--- config.mk ---
export PLATFORM = sky130hd
export DESIGN_NAME = probe_scan_ctrl
export DESIGN_NICKNAME = d
export VERILOG_FILES = /design/src/rtl/probe_pkg.sv /design/src/rtl/probe_next_ch.sv /design/src/rtl/probe_scan_ctrl.sv
export SDC_FILE = /design/constraint.sdc
export NUM_CORES = 1
export LEC_CHECK = 0
export CAP_MARGIN = 25
export CORE_ASPECT_RATIO = 0.75
export CORE_MARGIN = 10
export CORE_UTILIZATION = 54
export DETAILED_ROUTE_END_ITERATION = 16
export PLACE_DENSITY = 0.79
export SKIP_CTS_REPAIR_TIMING = 1
export SYNTH_ARGS = -nofsm -noshare
export SYNTH_HDL_FRONTEND = slang
export SYNTH_SLANG_ARGS = --single-unit
--- constraint.sdc ---
create_clock -name clk -period 2.1 [get_ports clk]
set_input_delay 0.21 -clock clk [delete_from_list [all_inputs] [get_ports clk]]
set_output_delay 0.21 -clock clk [all_outputs]
set_load 0.02 [all_outputs]
--- src/rtl/probe_pkg.sv ---
// probe_pkg: shared state encoding and helpers for the probe channel scan sequencer.
package probe_pkg;
  typedef enum logic [1:0] {IDLE, GUARD, DWELL, OUT} state_t;
  function automatic int ch_w(input int n);
    return (n > 2) ? $clog2(n) : 1;
  endfunction
  function automatic logic [31:0] onehot(input logic [31:0] ch);
    return 32'd1 << ch;
  endfunction
endpackage

--- src/rtl/probe_next_ch.sv ---
// probe_next_ch: rotating priority finder, next enabled channel strictly above i_ch with wrap flag.
module probe_next_ch #(
  parameter int N = 4,
  parameter int CH_W = 2
) (
  input  logic [N-1:0]    i_mask,
  input  logic [CH_W-1:0] i_ch,
  output logic [CH_W-1:0] o_ch,
  output logic            o_wrap
);
  logic [CH_W-1:0] w_hi, w_lo;
  logic            w_hi_found;
  // Descending sweep so the last hit in each class is the lowest index.
  always_comb begin
    w_hi = '0;
    w_lo = '0;
    w_hi_found = 1'b0;
    for (int i = N - 1; i >= 0; i--) begin
      if (i_mask[i] && i > int'(i_ch)) begin
        w_hi = CH_W'(i);
        w_hi_found = 1'b1;
      end
      if (i_mask[i]) w_lo = CH_W'(i);
    end
  end
  assign o_ch = w_hi_found ? w_hi : w_lo;
  assign o_wrap = !w_hi_found;
endmodule

--- src/rtl/probe_scan_ctrl.sv ---
// probe_scan_ctrl: steps a one-hot probe mux select across masked channels with guard
// cycles and programmable dwell, emitting {channel, bit} samples over valid/ready.
module probe_scan_ctrl
  import probe_pkg::*;
#(
  parameter int N = 4,
  parameter int DW_W = 8,
  localparam int CH_W = ch_w(N)
) (
  input  logic            clk,
  input  logic            rst,
  input  logic            start,
  input  logic            stop,
  input  logic            continuous,
  input  logic [N-1:0]    ch_mask,
  input  logic [DW_W-1:0] dwell,
  output logic [N-1:0]    sw,
  input  logic            mux_dout,
  output logic            smp_valid,
  input  logic            smp_ready,
  output logic [CH_W-1:0] smp_ch,
  output logic            smp_bit,
  output logic            busy,
  output logic            done
);
  state_t          r_state;
  logic [CH_W-1:0] r_ch;
  logic [N-1:0]    r_mask;
  logic [DW_W-1:0] r_dw, r_cnt;
  logic            r_cont, r_stop;
  logic [N-1:0]    w_mask;
  logic [CH_W-1:0] w_cur, w_next;
  logic            w_wrap;
  // In IDLE the finder starts from the top channel so it wraps to the lowest enabled one.
  assign w_mask = (r_state == IDLE) ? ch_mask : r_mask;
  assign w_cur = (r_state == IDLE) ? CH_W'(N - 1) : r_ch;
  probe_next_ch #(.N(N), .CH_W(CH_W)) u_next (
    .i_mask(w_mask),
    .i_ch(w_cur),
    .o_ch(w_next),
    .o_wrap(w_wrap)
  );
  always_ff @(posedge clk or posedge rst) begin
    if (rst) begin
      r_state <= IDLE;
      r_ch <= '0;
      r_mask <= '0;
      r_dw <= '0;
      r_cnt <= '0;
      r_cont <= 1'b0;
      r_stop <= 1'b0;
      sw <= '0;
      smp_valid <= 1'b0;
      smp_ch <= '0;
      smp_bit <= 1'b0;
      busy <= 1'b0;
      done <= 1'b0;
    end else begin
      done <= 1'b0;
      case (r_state)
        IDLE: if (start && !stop && |ch_mask) begin
          r_mask <= ch_mask;
          r_dw <= (dwell == '0) ? '0 : dwell - DW_W'(1);
          r_cont <= continuous;
          r_ch <= w_next;
          r_stop <= 1'b0;
          busy <= 1'b1;
          r_state <= GUARD;
        end
        GUARD: if (stop) begin
          busy <= 1'b0;
          done <= 1'b1;
          r_state <= IDLE;
        end else begin
          r_cnt <= r_dw;
          sw <= N'(onehot(32'(r_ch)));
          r_state <= DWELL;
        end
        DWELL: if (stop) begin
          sw <= '0;
          busy <= 1'b0;
          done <= 1'b1;
          r_state <= IDLE;
        end else if (r_cnt == '0) begin
          smp_bit <= mux_dout;
          smp_ch <= r_ch;
          smp_valid <= 1'b1;
          sw <= '0;
          r_state <= OUT;
        end else begin
          r_cnt <= r_cnt - DW_W'(1);
        end
        OUT: if (smp_ready) begin
          smp_valid <= 1'b0;
          r_ch <= w_next;
          if (r_stop || stop || (w_wrap && !r_cont)) begin
            busy <= 1'b0;
            done <= 1'b1;
            r_state <= IDLE;
          end else begin
            r_state <= GUARD;
          end
        end else begin
          r_stop <= r_stop | stop;
        end
        default: r_state <= IDLE;
      endcase
    end
  end
endmodule

==> run summary <==
Status: finished, final reports clean
Seq/Total Area, Yosys: 0.4348
Final wirelength: 4.871 mm
Power per cell area: 1438 nW/um^2
CTS Buffer Depth: 2
WP buf/inv: 1
Max Freq: 0.4790 GHz
Busiest layer in global routing: met2
TritonCTS clock tree: built
Cells after Synth: 216
Die Ht: 73.65 um
N_diodes: 0
Met1 Usage GRT: 0.1984
Synthesized area: 2072 um^2
Die Footprint: 6740 um^2
Crit path max-delay cell type: nor4_1
CP Capture Type: flop
MaxCap Viol Count: 0
Crit path time final: 2.088 ns
Vias per Instance: 5.546
Cells along the critical path: inv_1, ha_4, nor3b_1, a2111oi_4, nor4_1, nor3_1, mux2_2
Pin count of the biggest net entering global routing: 37
Syn_nets: 242
Met2 usage: 0.2124
Placeable core area: 3685 um^2
Final max-slew violation count: 0
Setup WS post-layout: 0.01240 ns
Routed wire length per instance: 15.56 um
Post-Synth Simple-Gate Area: 0.2126
WHS: 0.3154 ns
EDFF count, synth: 0
Gr usage total: 0.1475
Leakage power: 1.121 nW
Most frequent cells in the layout: dfrtp_1, clkdlybuf4s50_1, nand2_1, o21ai_0
Largest family of logic cells by synthesized area: simple AND/OR/NAND/NOR gates
Met3 usage: 0.06002
Total power: 0.003811 W
Crit path max-delay family: simple AND/OR/NAND/NOR gates
Hold violation count in the final report: 0
Via count: 1736
Async SR Flop Fraction: 1.000
Max FO, Critical Path: 6
Synth unique cells: 43
VDD IR max: 0.0009613 V
XOR/XNOR share of the synthesized area: 0.01691
Vias in the first global route: 1637
Dpl hpwl: 3.449 mm
Post-Route Skew: 0.004593 ns
Root buffer cell: clkbuf_8
Flops & latches, synth: 36
Slew margin rel.: 0.6104
Insertion delay to the later sink of the worst-skew pair: 0.29 ns
Core Rows: 19
Synth warn: 0
Ratio of cells with drive above 1 in the final layout: 0.1877
Clock-pin transition on the worst setup and hold timing paths: 0.07 ns
Initial antenna violation count: 0
DRC: 0
Final nets: 286
Kind of critical path: reg -> reg
Overflow left after global routing: 0
Worst EP required: 2.28 ns
Endpoints failing setup: 0
Util after Layout: 0.7195
IO buf count: 28
CP peak stage delay: 0.42 ns
GP Congestion: 0.8087
Commonest non-fill, non-tap cell in the layout: dfrtp_1
Top FF cell, synth: dfrtp_1
Fin cells: 313
CTS buffer count: 5
First-pass GRT wire length: 7.976 mm
Part of the cycle the worst path needs: 0.9941
Arr. time, crit path: 2.27 ns
I/O pin cnt: 29
Initial DRC Count: 154
Adder-cell share of the synthesized area: 0.04227
Slew @ Worst Pin: 0.5791 ns
Placement Setup Slack: -0.06810 ns
Initial Util: 0.5623
Post-synthesis mux area share: 0.09118
CTS H-tree depth: 2
Post-synthesis compound-gate area fraction: 0.1588
Die Wd: 91.53 um
Clock Sinks: 36
Worst hold path type: in -> async
Area grow syn2layout: 27.96%
Fillers: 258
Avg Cell Area, Syn: 9.593 um^2
Post-DRT Antenna Nets: 0
Crit path launch type: flop
Number of placed cells counting well taps: 305
DRT Pass-1 Iters: 4
[report_power, final]
part	switching (W)	total, W	leakage [nW]	internal, W
sequential	0.000294	0.00130	0.451	0.00100
clock	0.000255	0.000607	0.0552	0.000352
combinational	0.000950	0.00191	0.614	0.000957
[metal layers]
metal  up-vias  share of wire
met2        51           0.43
met4         0          0.017
met1       817           0.49
met3        11          0.063
met5         -              0
li1        857              -
[tightest hold or removal path, delay by kind of cell]
kind                   cells  cell delay [ns]
buffers and inverters      3             0.83
[metrics by stage]
| stage | setup TNS, ns | area [um^2] |
|---|---|---|
| floorplan | 0 | 2072 |
| global placement | -0.4875 | 2507 |
| detailed placement | -0.1783 | 2507 |
| CTS | -0.1432 | 2615 |
| global route | -0.08274 | 2651 |
| finish | 0 | 2651 |
[cell usage after synthesis (2+ instances only)]
| master | n | area share |
|---|---|---|
| a21oi_1 | 18 | 0.043 |
| clkbuf_1 | 4 | 0.0072 |
| nand2_1 | 22 | 0.040 |
| nor2_1 | 13 | 0.024 |
| buf_4 | 2 | 0.0072 |
| nor4_1 | 5 | 0.015 |
| or3_1 | 2 | 0.0060 |
| inv_1 | 12 | 0.022 |
| a21o_1 | 2 | 0.0072 |
| xnor2_1 | 4 | 0.017 |
| nand2b_1 | 3 | 0.0091 |
| dfrtp_1 | 36 | 0.43 |
| nor3_1 | 7 | 0.017 |
| mux2_2 | 15 | 0.082 |
| o21ai_0 | 19 | 0.046 |
| mux2i_1 | 2 | 0.0097 |
| nor3b_1 | 8 | 0.029 |
| ha_1 | 7 | 0.042 |
| nand3_1 | 6 | 0.014 |
| buf_2 | 3 | 0.0072 |
| nor2b_1 | 4 | 0.012 |
[logic make-up after synthesis]
logic type                 after synthesis
AOI/OAI and AO/OA                       52
DFF                                     36
xor gates and xnor gates                 4
buffers and inverters                   21
and+or+nand+nor                         79
muxes                                   17
adders and majority gates                7
[sequential cells by signal, summed over array words and instances, names as in the netlist]
name       count
smp_valid      1
r_mask         4
r_cnt          8
smp_ch         2
r_ch           2
smp_bit        1
r_dw           8
r_cont         1
r_state        2
sw             4
r_stop         1
busy           1
done           1
[cell type report]
cell class,count,area [um^2],share of cell area
Clock buffer,6,72.57,0.02737
Clock inverter,2,35.03,0.01321
Inverter,12,45.04,0.01699
Multi-Input combinational cell,159,1117,0.4214
Sequential cell,36,900.9,0.3398
Tap cell,52,65.06,0.02454
Timing Repair Buffer,46,415.4,0.1567
[final timing paths]
path	start	endpoint	slack [ns]	depth (start not counted)
max in group asynchronous	rst	smp_ch[1]$_DFFE_PP0P_	1.46	3
min in group clk	r_dw[5]$_DFFE_PP0P_	r_dw[5]$_DFFE_PP0P_	0.49	2
worst min-delay path	rst	r_cnt[1]$_DFFE_PP0P_	0.32	3
worst max-delay path	r_state[1]$_DFFE_PP0P_	busy$_DFFE_PP0P_	0.01	7
worst max register to register	r_state[1]$_DFFE_PP0P_	busy$_DFFE_PP0P_	0.01	7
worst min register to register	r_dw[5]$_DFFE_PP0P_	r_dw[5]$_DFFE_PP0P_	0.49	2
(Power assumes the default switching activity.)
==> edit: new RTL, same flow settings <==
The 4 states of `state_t` get a one-hot encoding in 4 bits.
--- a/src/rtl/probe_pkg.sv
+++ b/src/rtl/probe_pkg.sv
@@ -1,5 +1,5 @@
 // probe_pkg: shared state encoding and helpers for the probe channel scan sequencer.
 package probe_pkg;
-  typedef enum logic [1:0] {IDLE, GUARD, DWELL, OUT} state_t;
+  typedef enum logic [3:0] {IDLE = 4'b0001, GUARD = 4'b0010, DWELL = 4'b0100, OUT = 4'b1000} state_t;
   function automatic int ch_w(input int n);
     return (n > 2) ? $clog2(n) : 1;
Behaviour: same outputs for any inputs over 10 cycles, from zero or initial values and one cycle with rst high; not proved beyond that.
==> edit against the original RTL <==
  * Critical endpoint is now r_dw[2]$_DFFE_PP0P_
  * Sequential cell count is 2 higher
  * Critical path depth is 2 lower
  * Final area is 0.94% lower
  * Wire length is 4.7% lower
  * Highest routed layer unchanged
  * Non-clock buffer count is 1 lower
  * Global-route usage is 0.71 points lower
  * Power is 24% lower
  * Setup slack better by 0.23 ns
  * Area after synthesis is 2.5% higher
==> edit: results (changes against the original RTL) <==
----------------------------------------------------
[Timing]
  Share of the clock period used by the worst path after layout ... 0.8826 (-0.1115)
  Clock Skews ... 0.006655 ns (+0.002062 ns)

[Pwr]
  Peak ir drop on the vdd network ... 700.6 uV (-27%)
  Logic gate share of total power ... 0.372 (-0.128)
  Relative contribution of the clock network to total power ... 0.181 (+0.022)
  Comb pwr ... 1080 uW (-43%)
  Leakage power summed over all cells ... 0.001152 uW (+2.8%)
  Switching pwr ... 1108 uW (-26%)

[Drt]
  Iteration-0 DRC count of the detailed router ... 193 (+25%)
  Post-Route WL ... 4644 um (-4.7%)
  Met3 wirelength from detailed routing ... 419 um (+36%)
  Via count of the routed design ... 1760 (+1.4%)
  Met2 wire length ... 1756 um (-17%)
  Met1 WL ... 2436 um (+2.7%)

[Synthesis]
  Synth cell count leaders ... dfrtp_1 (37), nand2_1 (37), inv_1 (15), nor2_1 (15), a21oi_1 (14)
  Main area contributors after synthesis ... dfrtp_1 (44%), nand2_1 (6.5%), a21oi_1 (3.3%)
  Synthesized area per cell ... 9.479 sq um (-1.2%)
  Unique masters post-synth ... 55 (+28%)
  Number of nets in the synthesized netlist ... 246 (+1.7%)
  Proportion of synthesized chip area in sequential cells ... 0.4484 (+0.01366)

[GRT]
  Met2 Resource Use GR ... 0.1852 (-0.02727)
  Met3 Usage GRT ... 0.05729 (-0.002734)
  Largest net degree at the start of global routing ... 39 (+5.4%)
  First-pass GRT wire length ... 7824 um (-1.9%)
  Via count of the first global-routing pass ... 1635 (-0.12%)
  Total global routing track utilization ... 0.1404 (-0.007149)

[Run status]
  Result of the run ... complete, no violations

[Setup path]
  Worst endpoint data arrival time ... 2.08 ns (-0.19 ns)
  Worst-case reg-to-reg path depth ... 5 (-2)
  Largest fanout on the critical path ... 9 (+3)
  Setup slack of the most critical reg-to-reg path ... 0.25 ns (+0.23 ns)
  CP Class ... reg2reg
  Slowest-stage cell, CP ... and2_0
  Worst flop-to-flop path endpoint ... r_dw[2]$_DFFE_PP0P_
  Startpoint of the most critical setup path ... r_state[1]$_DFFE_PP0P_

[Placement]
  Pre-CTS setup slack ... -0.02075 ns (+0.04735 ns)
  Post-Place Cells ... 313 (+2.6%)
  Detailed placer's ending HPWL ... 3534 um (+2.5%)
  Standard cell area after detailed placement ... 0.002531 sq mm (+0.95%)

[Finish]
  Proportion of layout cells with a drive suffix above 1 ... 0.1933 (+0.005569)
  Fill cell total of the finished layout ... 294 (+14%)
  Number of nets at the end of the flow ... 290 (+1.4%)
  Post-route non-filler standard cell count ... 321 (+2.6%)
  Final instance area ... 0.002626 sq mm (-0.94%)

[Min path]
  Path class of the lowest-slack min-delay path ... in2async

----------------------------------------------------
edit: cell count changes in the layout (fill, tap and decap cells not counted), sizes merged, moves of 3 or more:
cell	unedited run	this run
a31oi	1	4
ha	7	3
inv	12	15
mux2	15	3
nand2	23	37
nor2	13	16
nor2b	4	1
nor3b	8	1
nor4	6	2
o22ai	1	4
o2bb2ai	0	3
xor2	0	3
edit: final cells by class:
class,count,share of cell area
multi-input cells,162,0.3964
clock buffers,6,0.03144
clock inverters,2,0.004764
flip-flops and latches,38,0.3626
repair buffers,45,0.1553
well taps,52,0.02477
inverters,16,0.02477
edit: kinds of logic after synthesis:
logic type      share of synthesized area
simple gates                       0.2151
mux                               0.01591
flops                              0.4484
xor+xnor                          0.02888
fa+ha+maj                         0.01768
buf+inv                           0.06128
compound gates                     0.2127
edit: worst reg2reg max path, cell delays in order, from the launching register on:
cell and delay [ns]:
dfrtp_1 0.38, buf_4 0.17, nor4b_2 0.42, and2_0 0.43
o31ai_4 0.23, o21ai_2 0.17
